### src/rtl/stat_vector_harness.sv
// LFSR stimulus / MISR response harness for 32-in/32-out combinational Stat netlists.
// Each run applies num_vectors vectors, compacts the responses and compares against a golden signature.
module stat_vector_harness #(
  parameter int               WIDTH  = 32,
  parameter logic [WIDTH-1:0] TAPS   = 'h00400007,
  parameter logic [WIDTH-1:0] SEED   = 'h00000001,
  parameter int               SETTLE = 1,
  parameter int               CNT_W  = 16
) (
  input  logic             clk,
  input  logic             rst_n,
  input  logic             start,
  input  logic             abort,
  input  logic [CNT_W-1:0] num_vectors,
  input  logic [WIDTH-1:0] seed,
  input  logic [WIDTH-1:0] expected,
  output logic [WIDTH-1:0] stim_out,
  input  logic [WIDTH-1:0] resp_in,
  output logic             busy,
  output logic             done,
  output logic             pass,
  output logic [WIDTH-1:0] signature
);

  localparam int               SET_W    = (SETTLE > 1) ? $clog2(SETTLE) : 1;
  localparam logic [SET_W-1:0] SET_LAST = SET_W'(SETTLE - 1);

  typedef enum logic [1:0] {IDLE, APPLY, FINISH} state_t;

  // Galois shift shared by the stimulus generator and the response compactor.
  function automatic logic [WIDTH-1:0] sh(input logic [WIDTH-1:0] s);
    return {s[WIDTH-2:0], 1'b0} ^ (s[WIDTH-1] ? TAPS : '0);
  endfunction

  state_t           state;
  logic [WIDTH-1:0] lfsr;
  logic [WIDTH-1:0] misr;
  logic [WIDTH-1:0] exp_lat;
  logic [CNT_W-1:0] vec_cnt;
  logic [CNT_W-1:0] num_lat;
  logic [SET_W-1:0] set_cnt;

  logic [WIDTH-1:0] misr_next;
  logic             capture;
  logic             last_vec;

  assign misr_next = sh(misr) ^ resp_in;
  assign capture   = (set_cnt == SET_LAST);
  assign last_vec  = (vec_cnt == num_lat - CNT_W'(1));

  assign stim_out  = lfsr;
  assign signature = misr;
  assign busy      = (state == APPLY);

  // NOTE: every state register uses <= so all updates in a cycle see pre-edge values.
  always_ff @(posedge clk or negedge rst_n) begin
    if (!rst_n) begin
      state   <= IDLE;
      lfsr    <= '0;
      misr    <= '0;
      exp_lat <= '0;
      vec_cnt <= '0;
      num_lat <= '0;
      set_cnt <= '0;
      done    <= 1'b0;
      pass    <= 1'b0;
    end else begin
      done <= 1'b0;
      case (state)
        IDLE: begin
          if (start) begin
            misr    <= '0;
            exp_lat <= expected;
            if (num_vectors != '0) begin
              lfsr    <= (seed == '0) ? SEED : seed;
              vec_cnt <= '0;
              set_cnt <= '0;
              num_lat <= num_vectors;
              pass    <= 1'b0;
              state   <= APPLY;
            end else begin
              // Empty run: the signature is all-zero, so compare that directly.
              pass  <= (expected == '0);
              done  <= 1'b1;
              state <= FINISH;
            end
          end
        end
        APPLY: begin
          if (abort) begin
            pass  <= 1'b0;
            state <= IDLE;
          end else if (capture) begin
            misr    <= misr_next;
            lfsr    <= sh(lfsr);
            vec_cnt <= vec_cnt + CNT_W'(1);
            set_cnt <= '0;
            if (last_vec) begin
              // pass is resolved alongside done so it is valid in the done cycle.
              pass  <= (misr_next == exp_lat);
              done  <= 1'b1;
              state <= FINISH;
            end
          end else begin
            set_cnt <= set_cnt + SET_W'(1);
          end
        end
        FINISH: begin
          if (abort) pass <= 1'b0;
          state <= IDLE;
        end
        default: state <= IDLE;
      endcase
    end
  end

endmodule

### config.mk
export PLATFORM = sky130hd
export DESIGN_NAME = stat_vector_harness
export DESIGN_NICKNAME = d
export VERILOG_FILES = /design/src/rtl/stat_vector_harness.sv
export SDC_FILE = /design/constraint.sdc
export NUM_CORES = 1
export LEC_CHECK = 0
export ABC_CLOCK_PERIOD_IN_PS = 3300
export CORE_AREA = 8 8 133 135
export CTS_BUF_LIST = sky130_fd_sc_hd__clkbuf_4
export DETAILED_ROUTE_END_ITERATION = 6
export DIE_AREA = 0 0 141 143
export GPL_ROUTABILITY_DRIVEN = 0
export PLACE_DENSITY = 0.74
export SLEW_MARGIN = 20
export SYNTH_ARGS = -nofsm -noshare
export SYNTH_HDL_FRONTEND = slang
export SYNTH_SLANG_ARGS = --single-unit
### constraint.sdc
create_clock -name clk -period 3.3 [get_ports clk]
set_input_delay 0.33 -clock clk [delete_from_list [all_inputs] [get_ports clk]]
set_output_delay 0.33 -clock clk [all_outputs]
set_load 0.02 [all_outputs]
Yosys cells after proc, flatten, opt, wreduce, memory -nomap -nowiden. Cells that the tools add are included.

Flip-flop bits (word level): 133. Latch bits: 0. Memory bits (writable): 0. Memory bits (read-only): 0. Input bits: 116. Output and inout bits: 67. Logic and storage cells: 80. Memories kept: 0.

$add $sub $neg: 3. Multipliers: 0. Divide/modulo/power cells: 0. Order comparisons: 0. Equality and inequality tests: 11. Shift operators: 0. Multiplexer cells: 41. Bitwise gates (word level): 3. Reductions and logical operators: 13.

Operators by type and width (count): two-way mux 32 bit (8); case mux 32 bit (2 select lines) (2); zero test 32 bit (2); two-way mux 16 bit (4); XOR 32 x 23 -> 32 bit (2); two-way mux 23 bit (2); == test 32 bit (1); case mux 16 bit (2 select lines) (1); XOR 32 bit (1); adder 16 x 1 -> 16 bit (second input constant) (1); == test 16 bit (1); nonzero test 16 bit (1); subtractor 16 x 1 -> 16 bit (second input constant) (1); two-way mux 1 bit (15); two-way mux 2 bit (5); inequality test 2 bit (second input constant) (5); AND reduction 5 bit (2); AND reduction 4 bit (2); AND reduction 3 bit (2); case mux 1 bit (2 select lines) (2); case mux 2 bit (2 select lines) (1); inequality test 3 x 2 -> 1 bit (second input constant) (1); inequality test 3 bit (second input constant) (1); case mux 1 bit (3 select lines) (1); other kinds (7) (7).

Depth between registers and ports, before layout.
Word-level depth: 8. Gate-level depth with buffers: 12. Mapped depth without buffers: 10.

Worst setup path after synthesis. OpenSTA, ideal clock, no wires.

Path type: reg2reg. Start point: register num_lat[0]. End point: register pass. Library setup time: 125 ps. Arrival time: 2432 ps. Required time: 3175 ps. Slack: 743 ps. Cell stages (with the launch flop): 11. Path buffers: 0. Clock period less this slack: 2557 ps. Cells stage by stage: dfrtp_1 inv_1 ha_1 nor4b_4 nand3_1 or3b_1 a211oi_1 nor3_1 o21ai_2 o2111ai_1 mux2_4.

Word-level cells in the longest chain between the ends: 4.

Ends and longest elaborated chain: start: declaration (RTL line 40) `logic [CNT_W-1:0] num_lat;`; start signal: assignment (RTL line 78) `num_lat <= num_vectors;`; subtractor 16 x 1 -> 16 bit (RTL line 49) `assign last_vec = (vec_cnt == num_lat - CNT_W'(1));`; == test 16 bit (RTL line 49); inequality test 3 x 2 -> 1 bit (no line); AND reduction 5 bit (no line); end signal: assignment (RTL line 83) `pass <= (expected == '0);`; end signal: assignment (RTL line 100) `pass <= (misr_next == exp_lat);`; end: declaration (RTL line 21) `output logic pass,`.

No other way between the ends. A chain may end at the register's enable or synchronous reset.

Worst setup path in the final report. Ends and elaborated chain as after synthesis.

==> impl_metrics.toml <==
[clock_tree]
cts_root_buf = "clkbuf_4"
cts_buffers = 17
htreeDepth = 4
cts_sinks = 132
clkTransAtPathRegs_ps = 110
tritoncts = "done"
cts_buffer_depth = 2
clk_latency_ps = 550
post_cts_resize_count = 0

[placement]
place_ws_ps = 504
post-place-cells = 1051
numPortBuffers = 182
place_hpwl_um = 15200

[yosys]
syn_area_um2 = 6890
yosysWarningCount = 0
synth_nets = 800
ys_ff_latch = 132
syn_area_per_cell_um2 = 10.1
synth.distinct_cells = 56
synth_edf_count = 0
async_flop_share = 1.00
yosysSeqAreaShare = 0.479
ys.flop_type = "dfrtp_1"
syn_inst = 679

[pwr]
swShare = 0.441
p_int_w = 0.00470
p_sw_w = 0.00372
power.leakage_nw = 3.71
p_comb_frac = 0.523
clockPowerShare = 0.121
p_seq_frac = 0.357
max-vdd-ir-drop_mv = 0.444
power_density_nw_per_um2 = 916

[sta]
tns_ps = 0
whs_ps = 327
worst_slack_ps = 485
slew_headroom = 0.446
setup_violations = 0
fin_crit_ps = 2820
fin_crit_sh = 0.853
drv_slew = 0
tightest_slew_ps = 829
hold_viol = 0
fmax_mhz = 355
rsz0062_at_grt = "no"
skew_ps = 28.0

[critical_path]
arrival_ps = 3250
endpoint_kind = "register"
startpoint_type = "register"
timing.rr.start = "num_lat[0]$_DFFE_PN0P_"
r2r_cells = 10
critPathLaunch = "num_lat[0]$_DFFE_PN0P_"
reg2reg_to = "pass$_DFFE_PN0P_"
crit_fanout = 5
worstSetupPathType = "reg2reg"
critPathRequiredTime_ps = 3730
r2r_slack_ps = 480

[min_path]
hp-class = "in2async"

[floorplanning]
core_area_um2 = 15600
num_io_pins = 183
placementRows = 46
die_height_um = 143
die_x_um = 141
die-area_um2 = 20200
initial_utilization = 0.442

[layout]
final_common_cell = "clkdlybuf4s50_1"
final_core_util = 0.590
drive_gt1_frac = 0.115
nFillCells = 1360
syn_to_final_growth_pct = 33.4
fin_cells = 1085
final_cell_mix = "clkdlybuf4s50_1, dfrtp_1, nor2_1, nand2_1, xor2_1"
nets = 976

[routing]
drcViolationCount = 0
totalWireLength_um = 19900
drt_pass1_iterations = 5
wire_per_inst_um = 18.4
vias = 5792
postRouteAntennaNets = 0
drtIter0Drc = 325
avgViaCountPerCell = 5.34

[run]
drv_cap = 0

[global_route]
grtUsageTotal = 0.200
grt_antenna_before_repair = 1
grt_pass1_wl_um = 31400
overflow = 0
grt_max_degree = 62
grt_pass1_vias = 5964

[outcome]
status = "complete, no violations"
sequential cells by signal, indices dropped and copies added (netlist names):
signal / flops
done: 1
stim_out: 32
vec_cnt: 16
signature: 32
pass: 1
num_lat: 16
exp_lat: 32
state: 2
cell usage after synthesis (all sizes together) (2+ instances only):
cell,count,area share
nor3b,2,0.0022
nand4,17,0.015
or4,4,0.0049
a22o,8,0.010
mux2i,4,0.0058
o21ai,36,0.027
or3,5,0.0045
xor2,62,0.079
and4,2,0.0025
nand2b,3,0.0027
xnor2,36,0.046
mux2,47,0.077
clkbuf,30,0.016
o31ai,2,0.0022
nand3,9,0.0065
a2111oi,2,0.0053
inv,12,0.0065
nor4,25,0.023
a211oi,2,0.0022
nor3,10,0.0087
nand2,65,0.035
dfrtp,132,0.48
a21oi,9,0.0071
nor2,92,0.050
buf,7,0.0065
ha,5,0.0091
a221oi,31,0.039
kinds of logic after synthesis:
family / share of synthesized area
buffers and inverters: 0.0294
muxes: 0.0832
xor gates and xnor gates: 0.125
and+or+nand+nor: 0.166
DFF: 0.479
AOI/OAI and AO/OA: 0.108
adders and majority gates: 0.00908
worst max-delay path: stages (launching register included):
cell	delay, ps
dfrtp_1	450
inv_1	100
ha_1	220
nor4b_4	300
nand3_1	210
or3b_1	420
a211oi_1	240
nor3_1	110
o21ai_2	200
o2111ai_1	160
mux2_4	310
layer usage:
| metal | GRT usage | routed length, um | share of wire |
|---|---|---|---|
| met1 | 0.245 | 8370 | 0.42 |
| met2 | 0.332 | 10100 | 0.50 |
| met3 | 0.0594 | 1200 | 0.060 |
| met4 | 0.0633 | 324 | 0.016 |
| met5 | 0 | 0 | 0 |
timing repair:
action,in CTS,in global routing
hold buffers,1,0
hold endpoints to repair,59,0
buffers inserted,0,0
power by group through the flow:
stage	logic [W]	clock network [W]	registers (W)
after floorplan	0.00256	0	0.00323
after global placement	0.00435	0	0.00301
after detailed placement	0.00444	0	0.00302
after CTS	0.00444	0.00105	0.00300
after global routing	0.00478	0.00113	0.00311
final	0.00440	0.00102	0.00300
worst max path at each step:
stage,to,slack [ps]
global route,pass$_DFFE_PN0P_,260
detailed placement,pass$_DFFE_PN0P_,500
finish,pass$_DFFE_PN0P_,480
CTS,pass$_DFFE_PN0P_,480
floorplan,pass$_DFFE_PN0P_,740
global placement,pass$_DFFE_PN0P_,560
layout make-up:
cell class	count	area (um^2)	share of cell area
antenna	1	2.50	0.000272
clock buffer	20	150	0.0163
clock inverter	12	106	0.0116
inverter	12	45.0	0.00490
multi-input combinational	498	3390	0.369
sequential	132	3300	0.359
tap	216	270	0.0294
timing repair buffer	194	1930	0.210
per-stage QoR:
stage / power, W / instance area, um^2
5_1_grt: 0.00902 / 9200
2_1_floorplan: 0.00579 / 6890
3_3_place_gp: 0.00736 / 8930
3_5_place_dp: 0.00746 / 8930
4_1_cts: 0.00849 / 9190
6_report: 0.00842 / 9200
Power figures use the tool's default switching activity.
